--- config.mk ---
export PLATFORM = sky130hd
export DESIGN_NAME = execute_issue_stage_flat
export DESIGN_NICKNAME = d
export VERILOG_FILES = /design/src/rtl/exec_pkg.sv /design/src/rtl/execute_issue_stage_if.sv /design/src/rtl/exec_decode.sv /design/src/rtl/execute_issue_stage.sv /design/src/flat_wrapper.sv
export SDC_FILE = /design/constraint.sdc
export NUM_CORES = 1
export LEC_CHECK = 0
export ABC_AREA = 0
export BUFFER_PORTS_ARGS = -buffer_cell sky130_fd_sc_hd__clkbuf_2
export CORE_MARGIN = 5
export CORE_UTILIZATION = 39
export DETAILED_ROUTE_END_ITERATION = 8
export HOLD_SLACK_MARGIN = 0.06
export PLACE_DENSITY = 0.78
export SKIP_LAST_GASP = 1
export SLEW_MARGIN = 5
export SYNTH_ARGS = -nofsm -noshare
export SYNTH_HDL_FRONTEND = slang
export SYNTH_SLANG_ARGS = --single-unit
--- constraint.sdc ---
create_clock -name clock -period 1.6 [get_ports clock]
set_clock_uncertainty 0.1 [all_clocks]
set_input_delay 0 -clock clock [delete_from_list [all_inputs] [get_ports clock]]
set_output_delay 0 -clock clock [all_outputs]
set_load 0.01 [all_outputs]
--- src/rtl/exec_pkg.sv ---
// Shared encodings for the execute issue stage: opselect codes, control-word
// field positions and the FSM state type.
package exec_pkg;

  localparam logic [2:0] OPS_SHIFT     = 3'b000;
  localparam logic [2:0] OPS_ARITH     = 3'b001;
  localparam logic [2:0] OPS_MEM_WRITE = 3'b100;
  localparam logic [2:0] OPS_MEM_READ  = 3'b101;

  // control_in layout: [6:4] operation, [3] imm_mode, [2:0] opselect
  localparam int CTL_OP_LO    = 4;
  localparam int CTL_IMM_MODE = 3;
  localparam int CTL_SEL_LO   = 0;

  // Shift amount comes from imm[6 +: SHAMT_W] unless imm[2] selects src2
  localparam int SHAMT_IMM_LO  = 6;
  localparam int SHAMT_SRC_BIT = 2;

  typedef enum logic {
    ST_IDLE     = 1'b0,
    ST_WAIT_MEM = 1'b1
  } state_e;

endpackage

--- src/rtl/execute_issue_stage_if.sv ---
// Handshake and data bus of the execute issue stage. The stage itself is the
// slave; the upstream/downstream/memory environment is the master.
interface execute_issue_stage_if #(
  parameter int DATA_W = 32
);
  localparam int SHAMT_W = $clog2(DATA_W);

  logic               in_valid;
  logic               in_ready;
  logic [DATA_W-1:0]  src1;
  logic [DATA_W-1:0]  src2;
  logic [DATA_W-1:0]  imm;
  logic [6:0]         control_in;
  logic               mem_rd_valid;
  logic [DATA_W-1:0]  mem_rd_data;
  logic [DATA_W-1:0]  mem_wr_data;
  logic               mem_wr_en;
  logic               out_valid;
  logic               out_ready;
  logic [DATA_W-1:0]  aluin1;
  logic [DATA_W-1:0]  aluin2;
  logic [2:0]         operation_out;
  logic [2:0]         opselect_out;
  logic [SHAMT_W-1:0] shift_number;
  logic               enable_arith;
  logic               enable_shift;
  logic               busy;

  modport slave (
    input  in_valid, src1, src2, imm, control_in, mem_rd_valid, mem_rd_data, out_ready,
    output in_ready, mem_wr_data, mem_wr_en, out_valid, aluin1, aluin2,
           operation_out, opselect_out, shift_number, enable_arith, enable_shift, busy
  );

  modport master (
    output in_valid, src1, src2, imm, control_in, mem_rd_valid, mem_rd_data, out_ready,
    input  in_ready, mem_wr_data, mem_wr_en, out_valid, aluin1, aluin2,
           operation_out, opselect_out, shift_number, enable_arith, enable_shift, busy
  );

endinterface

--- src/rtl/exec_decode.sv ---
// Combinational decode of the control word plus selection of the candidate
// aluin2 and shift amount for a newly accepted instruction.
module exec_decode
  import exec_pkg::*;
#(
  parameter  int DATA_W  = 32,
  localparam int SHAMT_W = $clog2(DATA_W)
) (
  input  logic [6:0]         control_in,
  input  logic [DATA_W-1:0]  src2,
  input  logic [DATA_W-1:0]  imm,
  output logic [2:0]         operation,
  output logic [2:0]         opselect,
  output logic               imm_mode,
  output logic               is_arith,
  output logic               is_shift,
  output logic               is_mem_write,
  output logic               is_mem_read_wait,
  output logic [DATA_W-1:0]  aluin2_sel,
  output logic [SHAMT_W-1:0] shamt_sel
);

  assign operation = control_in[CTL_OP_LO +: 3];
  assign opselect  = control_in[CTL_SEL_LO +: 3];
  assign imm_mode  = control_in[CTL_IMM_MODE];

  assign is_arith         = (opselect == OPS_ARITH);
  assign is_shift         = (opselect == OPS_SHIFT);
  assign is_mem_write     = (opselect == OPS_MEM_WRITE);
  // Only immediate-mode loads actually wait on memory; others retire as NOPs
  assign is_mem_read_wait = (opselect == OPS_MEM_READ) && imm_mode;

  assign aluin2_sel = imm_mode ? imm : src2;
  assign shamt_sel  = imm[SHAMT_SRC_BIT] ? src2[SHAMT_W-1:0]
                                         : imm[SHAMT_IMM_LO +: SHAMT_W];

endmodule

--- src/rtl/execute_issue_stage.sv ---
// Execute issue stage: accepts one instruction per cycle, registers the ALU
// operand bundle for downstream, and parks in WAIT_MEM for immediate loads
// until read data returns.
module execute_issue_stage
  import exec_pkg::*;
#(
  parameter int DATA_W = 32
) (
  input logic             clock,
  input logic             reset,
  input logic             flush,
  execute_issue_stage_if.slave bus
);

  localparam int SHAMT_W = $clog2(DATA_W);

  state_e             state_q, state_d;
  logic               out_valid_q, out_valid_d;
  logic [DATA_W-1:0]  aluin1_q, aluin1_d;
  logic [DATA_W-1:0]  aluin2_q, aluin2_d;
  logic [2:0]         operation_q, operation_d;
  logic [2:0]         opselect_q, opselect_d;
  logic [SHAMT_W-1:0] shift_number_q, shift_number_d;
  logic               enable_arith_q, enable_arith_d;
  logic               enable_shift_q, enable_shift_d;

  logic [2:0]         dec_operation, dec_opselect;
  logic               dec_imm_mode, dec_is_arith, dec_is_shift;
  logic               dec_is_mem_write, dec_is_mem_read_wait;
  logic [DATA_W-1:0]  dec_aluin2;
  logic [SHAMT_W-1:0] dec_shamt;

  logic in_ready, accept, mem_done;

  exec_decode #(.DATA_W(DATA_W)) u_decode (
    .control_in       (bus.control_in),
    .src2             (bus.src2),
    .imm              (bus.imm),
    .operation        (dec_operation),
    .opselect         (dec_opselect),
    .imm_mode         (dec_imm_mode),
    .is_arith         (dec_is_arith),
    .is_shift         (dec_is_shift),
    .is_mem_write     (dec_is_mem_write),
    .is_mem_read_wait (dec_is_mem_read_wait),
    .aluin2_sel       (dec_aluin2),
    .shamt_sel        (dec_shamt)
  );

  // A new bundle may load when the output slot is empty or draining this cycle
  assign in_ready = (state_q == ST_IDLE) && (!out_valid_q || bus.out_ready);
  assign accept   = bus.in_valid && in_ready;
  assign mem_done = (state_q == ST_WAIT_MEM) && bus.mem_rd_valid;

  // Next-state and next-bundle selection; flush overrides accept and completion
  always_comb begin
    state_d        = state_q;
    out_valid_d    = out_valid_q;
    aluin1_d       = aluin1_q;
    aluin2_d       = aluin2_q;
    operation_d    = operation_q;
    opselect_d     = opselect_q;
    shift_number_d = shift_number_q;
    enable_arith_d = enable_arith_q;
    enable_shift_d = enable_shift_q;
    if (flush) begin
      state_d        = ST_IDLE;
      out_valid_d    = 1'b0;
      enable_arith_d = 1'b0;
      enable_shift_d = 1'b0;
    end else if (accept) begin
      aluin1_d       = bus.src1;
      operation_d    = dec_operation;
      opselect_d     = dec_opselect;
      out_valid_d    = 1'b1;
      enable_arith_d = 1'b0;
      enable_shift_d = 1'b0;
      shift_number_d = '0;
      if (dec_is_arith) begin
        aluin2_d       = dec_aluin2;
        enable_arith_d = 1'b1;
      end else if (dec_is_shift) begin
        shift_number_d = dec_shamt;
        enable_shift_d = 1'b1;
      end else if (dec_is_mem_read_wait) begin
        out_valid_d = 1'b0;
        state_d     = ST_WAIT_MEM;
      end
    end else if (mem_done) begin
      aluin2_d       = bus.mem_rd_data;
      enable_arith_d = 1'b1;
      enable_shift_d = 1'b0;
      shift_number_d = '0;
      out_valid_d    = 1'b1;
      state_d        = ST_IDLE;
    end else if (out_valid_q && bus.out_ready) begin
      out_valid_d    = 1'b0;
      enable_arith_d = 1'b0;
      enable_shift_d = 1'b0;
    end
  end

  // State and bundle registers with synchronous reset
  always_ff @(posedge clock) begin
    if (reset) begin
      state_q        <= ST_IDLE;
      out_valid_q    <= 1'b0;
      aluin1_q       <= '0;
      aluin2_q       <= '0;
      operation_q    <= '0;
      opselect_q     <= '0;
      shift_number_q <= '0;
      enable_arith_q <= 1'b0;
      enable_shift_q <= 1'b0;
    end else begin
      state_q        <= state_d;
      out_valid_q    <= out_valid_d;
      aluin1_q       <= aluin1_d;
      aluin2_q       <= aluin2_d;
      operation_q    <= operation_d;
      opselect_q     <= opselect_d;
      shift_number_q <= shift_number_d;
      enable_arith_q <= enable_arith_d;
      enable_shift_q <= enable_shift_d;
    end
  end

  assign bus.in_ready      = in_ready;
  assign bus.mem_wr_data   = bus.src2;
  assign bus.mem_wr_en     = accept && dec_is_mem_write && dec_imm_mode && !flush;
  assign bus.out_valid     = out_valid_q;
  assign bus.aluin1        = aluin1_q;
  assign bus.aluin2        = aluin2_q;
  assign bus.operation_out = operation_q;
  assign bus.opselect_out  = opselect_q;
  assign bus.shift_number  = shift_number_q;
  assign bus.enable_arith  = enable_arith_q;
  assign bus.enable_shift  = enable_shift_q;
  assign bus.busy          = (state_q == ST_WAIT_MEM);

endmodule

--- src/flat_wrapper.sv ---
// flat-port wrapper written by rule: the top's interface ports become plain ports
module execute_issue_stage_flat import exec_pkg::*;
#(
  parameter int DATA_W = 32
)
  (clock, reset, flush, bus_in_valid, bus_src1, bus_src2, bus_imm, bus_control_in, bus_mem_rd_valid, bus_mem_rd_data, bus_out_ready, bus_in_ready, bus_mem_wr_data, bus_mem_wr_en, bus_out_valid, bus_aluin1, bus_aluin2, bus_operation_out, bus_opselect_out, bus_shift_number, bus_enable_arith, bus_enable_shift, bus_busy);
  execute_issue_stage_if #(.DATA_W(DATA_W)) bus_i ();
  input logic clock;
  input logic reset;
  input logic flush;
  input wire logic [$bits(bus_i.in_valid)-1:0] bus_in_valid;
  input wire logic [$bits(bus_i.src1)-1:0] bus_src1;
  input wire logic [$bits(bus_i.src2)-1:0] bus_src2;
  input wire logic [$bits(bus_i.imm)-1:0] bus_imm;
  input wire logic [$bits(bus_i.control_in)-1:0] bus_control_in;
  input wire logic [$bits(bus_i.mem_rd_valid)-1:0] bus_mem_rd_valid;
  input wire logic [$bits(bus_i.mem_rd_data)-1:0] bus_mem_rd_data;
  input wire logic [$bits(bus_i.out_ready)-1:0] bus_out_ready;
  output wire logic [$bits(bus_i.in_ready)-1:0] bus_in_ready;
  output wire logic [$bits(bus_i.mem_wr_data)-1:0] bus_mem_wr_data;
  output wire logic [$bits(bus_i.mem_wr_en)-1:0] bus_mem_wr_en;
  output wire logic [$bits(bus_i.out_valid)-1:0] bus_out_valid;
  output wire logic [$bits(bus_i.aluin1)-1:0] bus_aluin1;
  output wire logic [$bits(bus_i.aluin2)-1:0] bus_aluin2;
  output wire logic [$bits(bus_i.operation_out)-1:0] bus_operation_out;
  output wire logic [$bits(bus_i.opselect_out)-1:0] bus_opselect_out;
  output wire logic [$bits(bus_i.shift_number)-1:0] bus_shift_number;
  output wire logic [$bits(bus_i.enable_arith)-1:0] bus_enable_arith;
  output wire logic [$bits(bus_i.enable_shift)-1:0] bus_enable_shift;
  output wire logic [$bits(bus_i.busy)-1:0] bus_busy;
  assign bus_i.in_valid = bus_in_valid;
  assign bus_i.src1 = bus_src1;
  assign bus_i.src2 = bus_src2;
  assign bus_i.imm = bus_imm;
  assign bus_i.control_in = bus_control_in;
  assign bus_i.mem_rd_valid = bus_mem_rd_valid;
  assign bus_i.mem_rd_data = bus_mem_rd_data;
  assign bus_i.out_ready = bus_out_ready;
  assign bus_in_ready = bus_i.in_ready;
  assign bus_mem_wr_data = bus_i.mem_wr_data;
  assign bus_mem_wr_en = bus_i.mem_wr_en;
  assign bus_out_valid = bus_i.out_valid;
  assign bus_aluin1 = bus_i.aluin1;
  assign bus_aluin2 = bus_i.aluin2;
  assign bus_operation_out = bus_i.operation_out;
  assign bus_opselect_out = bus_i.opselect_out;
  assign bus_shift_number = bus_i.shift_number;
  assign bus_enable_arith = bus_i.enable_arith;
  assign bus_enable_shift = bus_i.enable_shift;
  assign bus_busy = bus_i.busy;
  execute_issue_stage #(.DATA_W(DATA_W)) u_core (.clock(clock), .reset(reset), .flush(flush), .bus(bus_i));
endmodule
==> results of run 1 <==
[placed cells by master, fill, tap and decap left out, types with 2 or more instances in the layout]
master and n:
sky130_fd_sc_hd__mux2i_1 37, sky130_fd_sc_hd__o21ai_0 21, sky130_fd_sc_hd__nand4_1 2, sky130_fd_sc_hd__dfxtp_2 2
sky130_fd_sc_hd__dlygate4sd3_1 137, sky130_fd_sc_hd__o21ai_1 10, sky130_fd_sc_hd__buf_6 2, sky130_fd_sc_hd__clkbuf_2 252
sky130_fd_sc_hd__nor3_2 2, sky130_fd_sc_hd__o21ai_2 2, sky130_fd_sc_hd__nand2b_4 2, sky130_fd_sc_hd__dfxtp_1 77
sky130_fd_sc_hd__nor2_1 2, sky130_fd_sc_hd__clkinv_4 2, sky130_fd_sc_hd__inv_1 2, sky130_fd_sc_hd__a21oi_2 11
sky130_fd_sc_hd__o2bb2ai_1 5, sky130_fd_sc_hd__buf_4 15, sky130_fd_sc_hd__nand2_1 81, sky130_fd_sc_hd__buf_12 7
sky130_fd_sc_hd__clkbuf_8 10, sky130_fd_sc_hd__a2111o_1 32, sky130_fd_sc_hd__clkinvlp_4 3, sky130_fd_sc_hd__nor2b_4 2
sky130_fd_sc_hd__bufbuf_16 3, sky130_fd_sc_hd__a21oi_1 94
[report_power, final]
part / leakage (nW) / switching [mW] / internal (mW)
clock: 0.0947 / 0.776 / 0.768
combinational: 2.45 / 0.561 / 0.623
sequential: 0.642 / 0.0367 / 2.03
[cell families after synthesis]
group	share of synthesized area, %
compound gates	28.34
buf+inv	11.53
flops	40.17
mux	9.406
simple gates	10.55
[per-stage QoR]
| stage | setup TNS [ns] | util (%) |
|---|---|---|
| 2_1_floorplan | -0.8018 | - |
| 3_3_place_gp | -3.314 | 52.68 |
| 3_5_place_dp | -4.152 | 52.68 |
| 4_1_cts | -1.162 | 71.18 |
| 5_1_grt | -2.772 | 71.22 |
| 6_report | -1.625 | 71.22 |
[sequential cells by signal (all words and copies together), names as in the netlist, 3 cells and up]
register,flops
u_core.bus.aluin1,32
u_core.bus.aluin2,32
u_core.bus.operation_out,3
u_core.bus.shift_number,5
u_core.bus.opselect_out,3
[cell type report]
class                   instances  area share [%]
well taps                     133           2.380
diodes                          1         0.03578
repair buffers                417           43.05
clock buffers                  10           1.968
multi-input cells             315           28.81
flip-flops and latches         79           22.65
clock inverters                 6           1.002
inverters                       2          0.1074
[critical path, delay by kind of cell]
family / cells / cell delay (ns)
buffers and inverters: 3 / 1.24
AO/OA/AOI/OAI: 2 / 0.59
multiplexers: 1 / 0.07
[worst max-delay path by stage]
stage,startpoint,endpoint,slack [ns],depth (start not counted)
after floorplan,u_core.bus.out_valid,u_core.bus.aluin2[10],-0.03,6
after global placement,bus_control_in[2],u_core.bus.aluin2[30],-0.11,6
after detailed placement,bus_control_in[2],u_core.bus.aluin2[26],-0.16,6
after CTS,u_core.bus.busy,u_core.bus.aluin2[26],-0.06,5
after global routing,u_core.bus.busy,u_core.bus.aluin2[18],-0.13,5
final,bus_imm[18],u_core.bus.aluin2[18],-0.12,6
[what timing repair did]
item	CTS	global route
endpoints found under the setup margin	35	34
pin swaps	0	1
buffers inserted	3	0
resized for setup	11	29
endpoints found under the hold margin	79	0
hold buffers	143	0
cloned	3	0
[metal layers]
| metal | GRT usage [%] | wire length (microns) |
|---|---|---|
| met5 | 0 | 0 |
| met4 | 15.35 | 932 |
| met3 | 9.245 | 1929 |
| met2 | 50.28 | 8920 |
| met1 | 31.99 | 6686 |
==> results_tabular.tex, run 1 <==
\begin{tabular}{lr}
\hline
Metric & Value \\
\hline
\multicolumn{2}{l}{\textbf{Placement}} \\
Minimum setup slack after placement & -0.1614 ns \\
Placer congestion estimate & $\sim$0.9 \\
Post-placement cell area & 5172 sq um \\
Placed Instances & approximately 800 \\
Port buffer count & around 250 \\
Half-perimeter wire length after detailed placement & 10.31 mm \\
\multicolumn{2}{l}{\textbf{Critical path}} \\
Worst-path fanout max & 1 \\
Crit path required time & between 1.5 and 2 ns \\
Data arrival time of the critical path & 1.90 ns \\
Worst-path cell chain & dlygate4sd3\_1, clkbuf\_2, mux2i\_1, dlygate4sd3\_1, a2111o\_1, a21oi\_2 \\
Most frequent CP cell & sky130\_fd\_sc\_hd\_\_dlygate4sd3\_1 \\
Flop-to-flop setup slack & -0.09 ns \\
Critical Path Sink Type & register \\
Cell with the largest stage delay on the worst path & sky130\_fd\_sc\_hd\_\_dlygate4sd3\_1 \\
Launching element type of the critical path & primary input \\
R2R depth & 5 \\
Worst reg2reg path startpoint & u\_core.bus.busy \\
Category of the critical setup timing path & in -> reg \\
Worst flop-to-flop path endpoint & u\_core.bus.aluin2[18] \\
CP peak stage delay & around 0.6 ns \\
\multicolumn{2}{l}{\textbf{Route}} \\
Average wire per standard cell & 19.18 microns \\
Number of remaining DRC errors & 0 \\
Antenna-violating nets left & 0 \\
Via count & approximately 5300 \\
Via-to-Cell Ratio & about 5.5 \\
Drt first-iter violations & approximately 520 \\
Routed WL & between 15 and 20 mm \\
Number of detailed-route iterations in the first pass & 5 \\
\multicolumn{2}{l}{\textbf{Logic synthesis}} \\
Cells after Synth & between 400 and 500 \\
Cell with the most instances after synthesis & sky130\_fd\_sc\_hd\_\_a21oi\_1 \\
Sequential element share of the synthesized area & between 40 and 50\% \\
Average cell area after synthesis & 8.307 sq um \\
Area share of the leading cell type in the synthesized netlist & approximately 40\% \\
Total standard cell area after synthesis & about 3900 sq um \\
Async S/R FF share, synth & 0\% \\
Warnings from Yosys & 0 \\
Count of unique library cells instantiated by Yosys & 27 \\
Post-synth EDFFs & 0 \\
Dominant cells by area after synthesis & sky130\_fd\_sc\_hd\_\_dfxtp\_1 (40\%), sky130\_fd\_sc\_hd\_\_a21oi\_1 (13\%), sky130\_fd\_sc\_hd\_\_mux2i\_1 (9.4\%) \\
Top post-synthesis cells by count & sky130\_fd\_sc\_hd\_\_a21oi\_1 (105), sky130\_fd\_sc\_hd\_\_nand2\_1 (81), sky130\_fd\_sc\_hd\_\_dfxtp\_1 (79) \\
Flip-flop and latch count after synthesis & 79 \\
Cell taking the most area after synthesis & sky130\_fd\_sc\_hd\_\_dfxtp\_1 \\
Synth Net Count & between 600 and 700 \\
Prevailing post-synth register cell & sky130\_fd\_sc\_hd\_\_dfxtp\_1 \\
\multicolumn{2}{l}{\textbf{CTS}} \\
Clock sink total & 79 \\
Clock root buffer & sky130\_fd\_sc\_hd\_\_clkbuf\_8 \\
Clock latency on the worst-skew pair & 0.35 ns \\
Total CTS buffers & 9 \\
CTS tree & built \\
Number of buffers between clock root and the deepest sink & 2 \\
Max H-tree Level & 3 \\
Clock-pin transition on the worst setup and hold timing paths & approximately 0.080 ns \\
\multicolumn{2}{l}{\textbf{Layout}} \\
Flip-flop and latch area & 1584 sq um \\
Multi-input logic area & between 2000 and 2500 sq um \\
Syn-to-layout area delta & 77.60\% \\
Non-filler cells, final & approximately 960 \\
Share of layout cells above drive strength 1 & between 30\% and 40\% \\
Nets & between 900 and 1000 \\
Final Cell Area & roughly 7000 sq um \\
Filler Cell Count & 685 \\
\multicolumn{2}{l}{\textbf{Timing}} \\
Final critical path time including I/O delays and setup & 1.719 ns \\
Worst slew margin & 59.01\% \\
Final Max Slew Viols & 0 \\
Unrepaired setup endpoints after global routing & yes \\
Achievable Freq & between 500 and 600 MHz \\
Post-layout worst setup margin & -0.1190 ns \\
Slew of the pin with the lowest slew margin & around 0.6 ns \\
\# setup viols final & 32 \\
Fin. Hold Viols & 0 \\
Post-route clock period utilization & 107.4\% \\
Final Hold Slack & $\sim$0.012 ns \\
\multicolumn{2}{l}{\textbf{Min path}} \\
Worst hold path class & in -> reg \\
Hold worst-path end & u\_core.bus.aluin2[25] \\
HP Start & bus\_imm[25] \\
Min-Delay Path Depth & 4 \\
\multicolumn{2}{l}{\textbf{GRT}} \\
Combined global-route utilization of all metal layers & $\sim$30\% \\
Via count of the first global-routing pass & approximately 5500 \\
GRT overflow & 0 \\
Maximum number of pins on one net before global-route repair & 65 \\
Number of antenna violations at the first check in global routing & 1 \\
First-pass GRT wire length & between 20 and 30 mm \\
\multicolumn{2}{l}{\textbf{Floorplanning}} \\
Die Ht & 110.5 microns \\
Number of top-level design ports & between 200 and 300 \\
Rows & 36 \\
Starting density of the core & 40.10\% \\
Total die area & $\sim$12000 sq um \\
Die Span X & between 100 and 150 microns \\
Standard cell core area & 9819 sq um \\
\multicolumn{2}{l}{\textbf{Outcome}} \\
Failing checks & setup timing \\
Outcome & finished, violations left \\
\multicolumn{2}{l}{\textbf{Power and ir drop}} \\
Pwr per Cell Area & slightly below 700 nW/um\^{}2 \\
Total power after layout & approximately 4.8 mW \\
Worst supply voltage drop on vdd & about 480 uV \\
Pleak & roughly 3.2 nW \\
\multicolumn{2}{l}{\textbf{Flow run}} \\
Number of max-cap violations & 0 \\
\hline
\end{tabular}
Note: power is estimated with default switching activity, not from simulation.
==> run 2, diff against run 1 <==
TNS_END_PERCENT = 20   (was default)
==> run 2 against run 1 <==
The run still ends with setup timing left. First-iteration DRC count is 5.0% higher. Global-route usage is 1.2 points lower. Largest power group unchanged. Highest routed layer unchanged. Die area stayed put.
==> results_tabular.tex, run 2 (synthesis gave the netlist of run 1 again) <==
\begin{tabular}{lr}
\hline
Metric & Value \\
\hline
\multicolumn{2}{l}{\textbf{Outcome}} \\
Outcome & finished, violations left (unchanged) \\
Failing checks & setup timing (unchanged) \\
\multicolumn{2}{l}{\textbf{Route}} \\
Via count & 5387 (was 5284) \\
Number of detailed-route iterations in the first pass & 5 (unchanged) \\
Via-to-Cell Ratio & 5.600 (was 5.487) \\
Average wire per standard cell & 19.38 microns (was 19.18 microns) \\
Drt first-iter violations & 545 (was 519) \\
Routed WL & 18.65 mm (was 18.47 mm) \\
Antenna-violating nets left & 0 (unchanged) \\
Number of remaining DRC errors & 0 (unchanged) \\
\multicolumn{2}{l}{\textbf{GRT}} \\
Maximum number of pins on one net before global-route repair & 65 (unchanged) \\
Number of antenna violations at the first check in global routing & 1 (unchanged) \\
Combined global-route utilization of all metal layers & 28.05\% (was 29.21\%) \\
First-pass GRT wire length & 28.26 mm (was 29.28 mm) \\
Via count of the first global-routing pass & 5338 (was 5512) \\
GRT overflow & 0 (unchanged) \\
\multicolumn{2}{l}{\textbf{Floorplanning}} \\
Standard cell core area & 9819 sq um (unchanged) \\
Starting density of the core & 40.10\% (unchanged) \\
Total die area & 12210 sq um (unchanged) \\
Number of top-level design ports & 254 (unchanged) \\
Die Ht & 110.5 microns (unchanged) \\
Rows & 36 (unchanged) \\
Die Span X & 110.5 microns (unchanged) \\
\multicolumn{2}{l}{\textbf{Timing}} \\
Final Hold Slack & 0.07612 ns (was 0.01189 ns) \\
Achievable Freq & 571.3 MHz (was 581.8 MHz) \\
Final Max Slew Viols & 0 (unchanged) \\
Slew of the pin with the lowest slew margin & 0.4355 ns (was 0.6148 ns) \\
Final setup TNS & -2.212 ns (was -1.625 ns) \\
Worst slew margin & 70.97\% (was 59.01\%) \\
Post-layout worst setup margin & -0.1503 ns (was -0.1190 ns) \\
\# setup viols final & 34 (was 32) \\
Post-route clock period utilization & 109.4\% (was 107.4\%) \\
Final critical path time including I/O delays and setup & 1.750 ns (was 1.719 ns) \\
Unrepaired setup endpoints after global routing & yes (unchanged) \\
Fin. Hold Viols & 0 (unchanged) \\
\multicolumn{2}{l}{\textbf{Critical path}} \\
Data arrival time of the critical path & 1.93 ns (was 1.90 ns) \\
R2R depth & 5 (unchanged) \\
Crit path required time & 1.78 ns (about the same) \\
Flop-to-flop setup slack & -0.14 ns (was -0.09 ns) \\
Worst-path fanout max & 1 (unchanged) \\
Category of the critical setup timing path & in -> reg (unchanged) \\
Worst flop-to-flop path endpoint & u\_core.bus.aluin2[16] (was u\_core.bus.aluin2[18]) \\
Critical Path Sink Type & register (unchanged) \\
Worst reg2reg path startpoint & u\_core.bus.out\_valid (was u\_core.bus.busy) \\
Launching element type of the critical path & primary input (unchanged) \\
\multicolumn{2}{l}{\textbf{Power and ir drop}} \\
Total power after layout & 5.042 mW (was 4.792 mW) \\
Pwr per Cell Area & 725.3 nW/um\^{}2 (was 685.2 nW/um\^{}2) \\
Pleak & 3.161 nW (was 3.186 nW) \\
Worst supply voltage drop on vdd & 531.7 uV (was 478.3 uV) \\
\multicolumn{2}{l}{\textbf{CTS}} \\
Clock root buffer & sky130\_fd\_sc\_hd\_\_clkbuf\_8 (unchanged) \\
Total CTS buffers & 9 (unchanged) \\
Clock sink total & 79 (unchanged) \\
Number of buffers between clock root and the deepest sink & 2 (unchanged) \\
Clock latency on the worst-skew pair & 0.34 ns (was 0.35 ns) \\
Max H-tree Level & 3 (unchanged) \\
Clock-pin transition on the worst setup and hold timing paths & 0.08 ns (about the same) \\
CTS tree & built (unchanged) \\
\multicolumn{2}{l}{\textbf{Min path}} \\
Hold worst-path end & u\_core.bus.aluin2[27] (was u\_core.bus.aluin2[25]) \\
HP Start & bus\_src2[27] (was bus\_imm[25]) \\
Worst hold path class & in -> reg (unchanged) \\
Min-Delay Path Depth & 4 (unchanged) \\
\multicolumn{2}{l}{\textbf{Layout}} \\
Flip-flop and latch area & 1584 sq um (unchanged) \\
Non-filler cells, final & 962 (was 963) \\
Syn-to-layout area delta & 76.55\% (was 77.60\%) \\
Nets & 964 (was 965) \\
Filler Cell Count & 687 (was 685) \\
Most common cell after layout, fill and taps aside & sky130\_fd\_sc\_hd\_\_clkbuf\_2 (unchanged) \\
Multi-input logic area & 1984 sq um (was 2014 sq um) \\
Leading cell types in the layout, fill and taps excluded & sky130\_fd\_sc\_hd\_\_clkbuf\_2 (253), sky130\_fd\_sc\_hd\_\_dlygate4sd3\_1 (137), sky130\_fd\_sc\_hd\_\_a21oi\_1 (92), sky130\_fd\_sc\_hd\_\_nand2\_1 (81), sky130\_fd\_sc\_hd\_\_dfxtp\_1 (77) (was sky130\_fd\_sc\_hd\_\_clkbuf\_2 (252), sky130\_fd\_sc\_hd\_\_dlygate4sd3\_1 (137), sky130\_fd\_sc\_hd\_\_a21oi\_1 (94), sky130\_fd\_sc\_hd\_\_nand2\_1 (81), sky130\_fd\_sc\_hd\_\_dfxtp\_1 (77)) \\
Final Cell Area & 6952 sq um (was 6993 sq um) \\
Share of layout cells above drive strength 1 & 38.29\% (was 38.72\%) \\
\multicolumn{2}{l}{\textbf{Placement}} \\
Placed Instances & 804 (was 803) \\
Port buffer count & 253 (unchanged) \\
Post-placement cell area & 5192 sq um (was 5172 sq um) \\
Placer congestion estimate & 0.9215 (was 0.9018) \\
Half-perimeter wire length after detailed placement & 10.40 mm (was 10.31 mm) \\
\multicolumn{2}{l}{\textbf{Flow run}} \\
Number of max-cap violations & 0 (unchanged) \\
\hline
\end{tabular}
-- run 2: changes by cell type in the layout (fill, tap and decap cells not counted), sizes merged --
cell | previous run | this run
clkinvlp | 3 | 1
clkbuf | 262 | 263
bufinv | 1 | 3
buf | 25 | 24
bufbuf | 3 | 1
inv | 2 | 3
-- run 2: timing repair --
action	CTS	global route
buffers inserted	1	1
pin swaps	0	4
cloned	1	1
setup endpoints to repair	34	74
hold buffers	138	0
hold endpoints to repair	79	0
gates resized for setup	4	23
-- run 2: metal layers --
metal | up-vias | GRT usage (%) | part of all wire, %
met5 | - | 0 | 0
met2 | 440 | 49.35 | 50
met1 | 2490 | 30.80 | 35
met4 | 0 | 12.97 | 4.8
li1 | 2371 | - | -
met3 | 86 | 8.479 | 9.8
-- run 2: report_power, final --
part | switching (mW) | internal [mW] | total [mW]
logic | 0.562 | 0.605 | 1.17
registers | 0.0363 | 2.03 | 2.06
clock network | 0.770 | 1.04 | 1.81
-- run 2: worst max-delay path by stage --
| stage | endpoint | slack (ns) | from |
|---|---|---|---|
| floorplan | u_core.bus.aluin2[10] | -0.03 | u_core.bus.out_valid |
| global placement | u_core.bus.aluin2[29] | -0.12 | bus_control_in[2] |
| detailed placement | u_core.bus.aluin2[28] | -0.18 | bus_control_in[2] |
| CTS | u_core.bus.aluin2[28] | -0.07 | u_core.bus.out_valid |
| global route | u_core.bus.aluin2[16] | -0.15 | u_core.bus.out_valid |
| finish | u_core.bus.aluin2[13] | -0.15 | bus_imm[13] |
-- run 2: per-stage QoR --
stage,util [%],setup slack [ns]
after floorplan,-,-0.03015
after global placement,52.88,-0.1248
after detailed placement,52.88,-0.1810
after CTS,70.03,-0.06897
after global routing,70.80,-0.1473
final,70.80,-0.1503
-- run 2: cell type report --
class                      instances  share of cell area, %
inverter                           2                 0.1080
antenna                            1                0.03600
clock buffer                       9                  1.782
sequential                        79                  22.79
clock inverter                     7                  1.728
timing repair buffer             416                  42.62
multi-input combinational        315                  28.55
tap                              133                  2.394
-- run 2: worst max-delay path, cell delays in order --
cell                            delay (ns)
sky130_fd_sc_hd__dlygate4sd3_1        0.56
sky130_fd_sc_hd__clkbuf_2             0.13
sky130_fd_sc_hd__mux2i_1              0.07
sky130_fd_sc_hd__dlygate4sd3_1        0.59
sky130_fd_sc_hd__a2111o_1             0.44
sky130_fd_sc_hd__a21oi_2              0.14
